--- config.mk ---
export PLATFORM = sky130hd
export DESIGN_NAME = mem_word_sequencer
export DESIGN_NICKNAME = d
export VERILOG_FILES = /design/src/rtl/mem_seq_pkg.sv /design/src/rtl/mem_word_sequencer.sv
export SDC_FILE = /design/constraint.sdc
export NUM_CORES = 1
export LEC_CHECK = 0
export ABC_AREA = 1
export BUFFER_PORTS_ARGS = -buffer_cell sky130_fd_sc_hd__buf_4
export CORE_MARGIN = 2
export CORE_UTILIZATION = 51
export CTS_CLUSTER_SIZE = 8
export DETAILED_ROUTE_END_ITERATION = 12
export PLACE_DENSITY = 0.87
export SYNTH_ARGS = -nofsm -noshare
export SYNTH_HDL_FRONTEND = slang
export SYNTH_SLANG_ARGS = --single-unit
--- constraint.sdc ---
create_clock -name clk -period 2.1 [get_ports clk]
set_clock_uncertainty 0.15 [all_clocks]
set_input_delay 0.105 -clock clk [delete_from_list [all_inputs] [get_ports clk]]
set_output_delay 0.105 -clock clk [all_outputs]
set_load 0.01 [all_outputs]
--- src/rtl/mem_seq_pkg.sv ---
`default_nettype none
// ============================================================================
//  Module   : mem_seq_pkg
//  Brief    : Shared types, lane constants and lane helpers for the two-byte
//             memory word sequencer.
//  Revision : 1.0  initial release
// ============================================================================
package mem_seq_pkg;

   // Sequencer states: one request becomes a LO byte access, a HI byte
   // access and a single completion cycle.
   typedef enum logic [1:0] {
      ST_IDLE = 2'd0,
      ST_LO   = 2'd1,
      ST_HI   = 2'd2,
      ST_FIN  = 2'd3
   } seq_state_t;

   // Logical byte lanes: LO is the access at addr, HI the access at addr+1.
   localparam logic LANE_LO = 1'b0;
   localparam logic LANE_HI = 1'b1;

   // Values driven on the memory side whenever no byte access is active.
   localparam logic        MEM_EN_OFF   = 1'b0;
   localparam logic        MEM_WR_OFF   = 1'b0;
   localparam logic [15:0] MEM_ADDR_OFF = 16'h0000;
   localparam logic [7:0]  MEM_DATA_OFF = 8'h00;

   // A logical lane maps to the upper word byte when it is HI in
   // little-endian mode, or LO in big-endian mode.
   function automatic logic lane_is_upper(input logic lane, input logic big_endian);
      return lane ^ big_endian;
   endfunction

   // Byte of a word that belongs on the memory bus for a given lane.
   function automatic logic [7:0] lane_extract(input logic [15:0] word,
                                               input logic        lane,
                                               input logic        big_endian);
      return lane_is_upper(lane, big_endian) ? word[15:8] : word[7:0];
   endfunction

   // Word with the byte returned for a given lane merged into its place.
   function automatic logic [15:0] lane_insert(input logic [15:0] word,
                                               input logic [7:0]  bval,
                                               input logic        lane,
                                               input logic        big_endian);
      return lane_is_upper(lane, big_endian) ? {bval, word[7:0]} : {word[15:8], bval};
   endfunction

endpackage
`default_nettype wire

--- src/rtl/mem_word_sequencer.sv ---
`default_nettype none
// ============================================================================
//  Module   : mem_word_sequencer
//  Brief    : Turns one 16-bit load/store request into two byte accesses at
//             addr and addr+1 on an 8-bit memory, assembling or splitting the
//             word according to BIG_ENDIAN.
//  Revision : 1.0  initial release
// ============================================================================
module mem_word_sequencer
   import mem_seq_pkg::*;
#(
   parameter logic BIG_ENDIAN = 1'b0
) (
   input  logic        clk,
   input  logic        rst,
   input  logic        i_start,
   input  logic        i_write,
   input  logic [15:0] i_address,
   input  logic [15:0] i_wdata,
   input  logic [7:0]  i_mem_data_in,
   output logic [15:0] o_mem_addr,
   output logic        o_mem_en,
   output logic        o_mem_wr,
   output logic [7:0]  o_mem_data_out,
   output logic [15:0] o_rdata,
   output logic        o_busy,
   output logic        o_done
);

   seq_state_t  r_state;
   seq_state_t  w_next_state;
   logic [15:0] r_addr;
   logic [15:0] r_wdata;
   logic        r_wr;
   logic [15:0] r_rdata;
   logic        w_accept;
   logic [15:0] w_addr_hi;

   // A new request is only taken when no byte access is in flight.
   assign w_accept  = i_start && ((r_state == ST_IDLE) || (r_state == ST_FIN));
   // Natural 16-bit truncation makes 0xFFFF wrap to 0x0000.
   assign w_addr_hi = r_addr + 16'd1;

   // State register; reset aborts any transaction immediately.
   always_ff @(posedge clk or posedge rst) begin
      if (rst) begin
         r_state <= ST_IDLE;
      end else begin
         r_state <= w_next_state;
      end
   end

   // Next-state decode: fixed LO -> HI -> FIN walk, FIN may chain a new request.
   always_comb begin
      w_next_state = r_state;
      case (r_state)
         ST_IDLE: w_next_state = w_accept ? ST_LO : ST_IDLE;
         ST_LO:   w_next_state = ST_HI;
         ST_HI:   w_next_state = ST_FIN;
         ST_FIN:  w_next_state = w_accept ? ST_LO : ST_IDLE;
         default: w_next_state = ST_IDLE;
      endcase
   end

   // Request capture and per-lane load assembly; stores leave RData alone.
   always_ff @(posedge clk or posedge rst) begin
      if (rst) begin
         r_addr  <= 16'h0000;
         r_wdata <= 16'h0000;
         r_wr    <= 1'b0;
         r_rdata <= 16'h0000;
      end else begin
         if (w_accept) begin
            r_addr  <= i_address;
            r_wdata <= i_wdata;
            r_wr    <= i_write;
         end
         if ((r_state == ST_LO) && !r_wr) begin
            r_rdata <= lane_insert(r_rdata, i_mem_data_in, LANE_LO, BIG_ENDIAN);
         end else if ((r_state == ST_HI) && !r_wr) begin
            r_rdata <= lane_insert(r_rdata, i_mem_data_in, LANE_HI, BIG_ENDIAN);
         end
      end
   end

   // Memory-side outputs, decoded from registered state only (no path from start).
   always_comb begin
      o_mem_en       = MEM_EN_OFF;
      o_mem_wr       = MEM_WR_OFF;
      o_mem_addr     = MEM_ADDR_OFF;
      o_mem_data_out = MEM_DATA_OFF;
      case (r_state)
         ST_LO: begin
            o_mem_en       = 1'b1;
            o_mem_wr       = r_wr;
            o_mem_addr     = r_addr;
            o_mem_data_out = lane_extract(r_wdata, LANE_LO, BIG_ENDIAN);
         end
         ST_HI: begin
            o_mem_en       = 1'b1;
            o_mem_wr       = r_wr;
            o_mem_addr     = w_addr_hi;
            o_mem_data_out = lane_extract(r_wdata, LANE_HI, BIG_ENDIAN);
         end
         default: begin
            o_mem_en       = MEM_EN_OFF;
         end
      endcase
   end

   assign o_rdata = r_rdata;
   assign o_busy  = (r_state == ST_LO) || (r_state == ST_HI);
   assign o_done  = (r_state == ST_FIN);

endmodule
`default_nettype wire

Word level (Yosys, flattened, before mapping)
Cells that the tools add are included.
{"block": "op_classes", "reduce_logical": 10, "n_addsub": 1, "muxes": 7, "n_eq_ne": 3, "bitwise": 1}
{"op": "one-hot mux 16 bit (2 select lines)", "count": 1}
{"op": "adder 16 x 1 -> 16 bit, second input constant", "count": 1}
{"op": "one-hot mux 8 bit (2 select lines)", "count": 1}
{"op": "two-way mux 8 bit", "count": 1}
{"op": "one-hot mux 2 bit (3 select lines)", "count": 1}
{"op": "equality test 2 bit, second input constant", "count": 2}
{"op": "OR reduction 2 bit", "count": 2}
{"op": "logical AND 1 bit", "count": 3}
{"op": "two-way mux 1 bit", "count": 3}
{"op": "equality test 2 x 1 -> 1 bit, second input constant", "count": 1}
{"op": "zero test 2 bit", "count": 1}
{"op": "logical OR 1 bit", "count": 2}
{"op": "AND reduction 2 bit", "count": 1}
{"op": "zero test 1 bit", "count": 1}
{"op": "NOT 1 bit", "count": 1}
{"block": "word_totals", "out_inout_bits": 44, "input_bits": 44, "wordCells": 28, "regBits": 51}

Logic depth before layout (Yosys ltp)
{"block": "logic_depth", "word_depth": 5, "ltp_mapped": 8}

Least setup slack after synthesis
Ideal clock, no wire load.
{"block": "synth_path", "path_type": "reg-to-reg", "start": "register r_state[0]", "end": "register r_wdata[10]", "path_slack_ps": 381, "stages_incl_launch_ff": 6, "setup_ps": 125, "synth_period_minus_slack_ps": 1719, "arrival_ps": 1444, "t_required_ps": 1825, "cell_sequence": "dfrtp_1 -> inv_1 -> ha_1 -> nand2_2 -> buf_6 -> mux2_2"}
{"block": "synth_via", "elab_chain_cells": 3, "word_cells_on_any_way": 4, "classes_between": "1 x eq/ne; 3 x reduce/logical"}
{"element": "start: declaration", "line_no": "mem_word_sequencer.sv:30", "source": "seq_state_t r_state;"}
{"element": "start signal: assignment", "line_no": "mem_word_sequencer.sv:49", "source": "r_state <= w_next_state;"}
{"element": "equality test 2 bit / zero test 2 bit (equally long branches)", "line_no": "mem_word_sequencer.sv:40", "source": "assign w_accept = i_start && ((r_state == ST_IDLE) || (r_state == ST_FIN));"}
{"element": "logical OR 1 bit *", "line_no": "mem_word_sequencer.sv:40"}
{"element": "logical AND 1 bit *", "line_no": "mem_word_sequencer.sv:40"}
{"element": "end signal: assignment", "line_no": "mem_word_sequencer.sv:75", "source": "r_wdata <= i_wdata;"}
{"element": "end: declaration", "line_no": "mem_word_sequencer.sv:33", "source": "logic [15:0] r_wdata;"}
Mark *: on every way between the ends. The rest lies on a longest branch, timed or not.
A chain may end at the register's enable or synchronous reset.

Worst setup path after layout
{"block": "layout_path", "start": "register r_addr[1]", "end": "output port o_mem_addr[10]"}
{"block": "layout_via", "elab_chain_cells": 2}
{"element": "start: declaration", "line_no": "mem_word_sequencer.sv:32", "source": "logic [15:0] r_addr;"}
{"element": "start signal: assignment", "line_no": "mem_word_sequencer.sv:74", "source": "r_addr <= i_address;"}
{"element": "adder 16 x 1 -> 16 bit", "line_no": "mem_word_sequencer.sv:42", "source": "assign w_addr_hi = r_addr + 16'd1;"}
{"element": "one-hot mux 16 bit (2 select lines)", "line_no": "mem_word_sequencer.sv:92", "source": "case (r_state)"}
{"element": "end: declaration", "line_no": "mem_word_sequencer.sv:21", "source": "output logic [15:0] o_mem_addr,"}
Every way passes these cells.

==> metrics.cfg <==
[critical_path]
crit_arrival_ns = 1.75
critPathLaunchType = flip-flop
reg2reg_from = r_state[1]
r2r-end = o_rdata[11]
end_kind = output port
worstPathRequired_ns = 1.85
crit_fanout = 5
regToRegSetupSlack_ns = 0.30
ff2ff_path_depth = 5
criticalPathCategory = reg2out

[floorplan]
ios = 88
die-area_um2 = 5864
start_util = 0.5260
coreArea_um2 = 5107
chipWidth_um = 76.58
chipHeight_um = 76.58
num_rows = 26

[flow_run]
drv_cap = 0

[pwr]
power_leakage_nw = 1.943
power.share.switching = 0.4348
netSwitchingPower_mw = 2.663
power-per-cell-area_nw_per_um2 = 1534
pwr-share-seq = 0.307
combPwrFrac = 0.601
internal_power_mw = 3.461
pwr-share-clk = 0.093
max-vdd-ir-drop_mv = 0.8518

[cells_and_area]
drive_above_1_share = 0.3274
utilization = 0.7817
fin_cells = 516
area_growth_pct = 48.63
nets = 494
final-seq-area_um2 = 1280
final_area_um2 = 3993
multi_input_area_um2 = 1221
fill_cells = 330
diodes = 0

[grt]
grt_pass1_vias = 2512
grt_pass1_wl_um = 11580
antenna_found_initial = 0
gr-total-overflow = 0
grt_max_degree = 52
track_usage = 0.2455

[clock_tree]
cts_sinks = 51
ctsRootBufferMaster = clkbuf_8
cts_tree = done
clkTransAtPathRegs_ns = 0.10
cts_buffer_depth = 2
ctsHtreeMaxLevel = 2
insertion_delay_ns = 0.30
cts_buffers = 5

[drt]
remaining_drc_errors = 0
avgViaCountPerCell = 5.159
vias = 2662
wl_per_cell_um = 13.86
drt_iter0_markers = 163
firstDrtPassIters = 4
routed_wl_um = 7153
antenna_left = 0

[timing]
tightest_slew_ns = 0.5095
fin_crit_ns = 2.010
rsz0062_at_grt = yes
report.final.setup_viol = 0
fmax_ghz = 0.4976
maxSlewHeadroom = 0.6594
setup_tns_ns = 0
fin_ws_ns = 0.09049
slew_violations = 0
hold_viol = 0
min_period_over_period = 0.9569

[place]
dp_hpwl_um = 4654
placed_cells = 461
placed_cell_area_um2 = 3400
routabilityCongestion = 0.9304
portBuffers = 87
dpl_worst_slack_ns = 0.1496

[logic_synthesis]
synth.avg_cell_area_um2 = 8.666
synthTopCellsByArea = dfrtp_1 (48%), nand2_1 (11%), mux2_2 (7.1%)
synth.distinct_cells = 27
ys_seq_elements = 51
yosysTopAreaCellShare = 0.4751
synthCells = 310
yosys_warnings = 0
syn_area_um2 = 2686
syn-num-nets = 359
synth_top_area_cell = dfrtp_1
yosysSeqAreaShare = 0.4751

[hold_path]
hold_end = r_state[0]
worstHoldPathType = in2reg
hold_path.startpoint = i_start
holdPathStages = 3

[outcome]
outcome = finished clean

## power groups by stage
| stage | registers [mW] | logic [mW] | clock network [mW] |
|---|---|---|---|
| global placement | 1.85 | 3.30 | 0 |
| finish | 1.88 | 3.68 | 0.569 |
| detailed placement | 1.87 | 3.40 | 0 |
| CTS | 1.85 | 3.51 | 0.581 |
| floorplan | 1.86 | 2.14 | 0 |
| global route | 1.94 | 4.01 | 0.624 |
## placed cells by master, fill, tap and decap left out
cell,count
mux2_1,4
buf_6,1
nor2_4,3
ha_1,2
inv_2,1
a221oi_1,2
dfrtp_1,48
a21oi_2,3
nand3_2,1
clkinv_2,1
nand2_2,4
buf_4,97
o21ai_0,23
nand2_1,81
a21oi_1,29
ha_2,1
inv_1,27
clkinvlp_4,1
nand3_1,9
o21bai_1,1
nor3_1,2
ha_4,2
a31oi_1,2
inv_6,1
nor3_4,1
a211oi_2,1
clkinv_4,1
buf_12,2
nand4_1,2
dlygate4sd3_1,42
dfrtp_2,3
nor2_1,25
mux2_2,17
nand3b_1,1
clkbuf_8,5
## per-layer routing
layer / GRT usage / wire [µm] / vias up
li1: - / - / 1284
met1: 0.2973 / 2920 / 1293
met2: 0.4602 / 3841 / 81
met3: 0.03910 / 331 / 4
met4: 0.04909 / 60 / 0
met5: 0 / 0 / -
## sequential cells by signal, summed over array words and instances (netlist names)
register and cells:
o_rdata 16, r_addr 16, r_state 2, r_wdata 16, r_wr 1
## synth_stat cells
cell and number:
mux2_1 4, a211oi_1 1, a21oi_1 29, nand4_1 2, clkbuf_8 3, dfrtp_1 51, a31oi_1 2, nor3_1 2
buf_2 3, nor3_4 1, buf_4 1, a221oi_1 2, buf_6 3, a21oi_2 3, o21ai_0 23, mux2_2 17
nand3b_1 1, nor2_1 25, ha_1 5, nand3_1 9, nand2_1 81, o21bai_1 1, nand2_2 4, nand3_2 1
nor2_4 3, clkbuf_1 4, inv_1 29
## critical path, stage by stage (launching register included)
cell and delay [ns]:
dfrtp_2 0.42, ha_4 0.17, nand3_2 0.12, nor3_4 0.29
nand4_1 0.13, a21oi_1 0.20, buf_4 0.15
## what timing repair did
action,4_1_cts,5_1_grt
buffers inserted,0,5
hold endpoints to repair,100,0
gates resized for setup,2,9
hold buffers,42,0
gates cloned,0,0
setup endpoints to repair,19,18
pin swaps,0,2
## cells by family (layout without fill, tap and decap cells)
kind of cell,after synthesis,after routing,synth area share
fa+ha+maj,5,5,0.02329
flops,51,51,0.4751
simple gates,129,129,0.2077
buf+inv,43,179,0.08244
compound gates,61,61,0.1234
mux,21,21,0.08803
## metrics by stage
stage	hold WS [ns]	total power [mW]
after global routing	0.02936	6.577
after CTS	0.02988	5.939
final	0.03294	6.124
after global placement	0.02675	5.152
after floorplan	0.08668	3.996
after detailed placement	0.03525	5.268
## how the worst max path moves through the flow
stage | cells after the start | end | startpoint | slack [ns]
global route | 7 | o_mem_addr[2] | r_state[0] | -0.02
detailed placement | 4 | o_rdata[11] | r_state[0] | 0.15
finish | 6 | o_mem_addr[10] | r_addr[1] | 0.09
global placement | 7 | o_mem_data_out[6] | r_state[0] | 0.25
CTS | 6 | o_mem_addr[10] | r_addr[0] | 0.006
floorplan | 5 | r_wdata[10] | r_state[0] | 0.38
## cell type report
class                           count  area share
Inverter                           29     0.02820
Clock inverter                      3    0.005641
Clock buffer                        5     0.01724
Timing Repair Buffer              142      0.3005
Multi-Input combinational cell    216      0.3059
Sequential cell                    51      0.3206
Tap cell                           70     0.02194
Power figures use the tool's default switching activity.
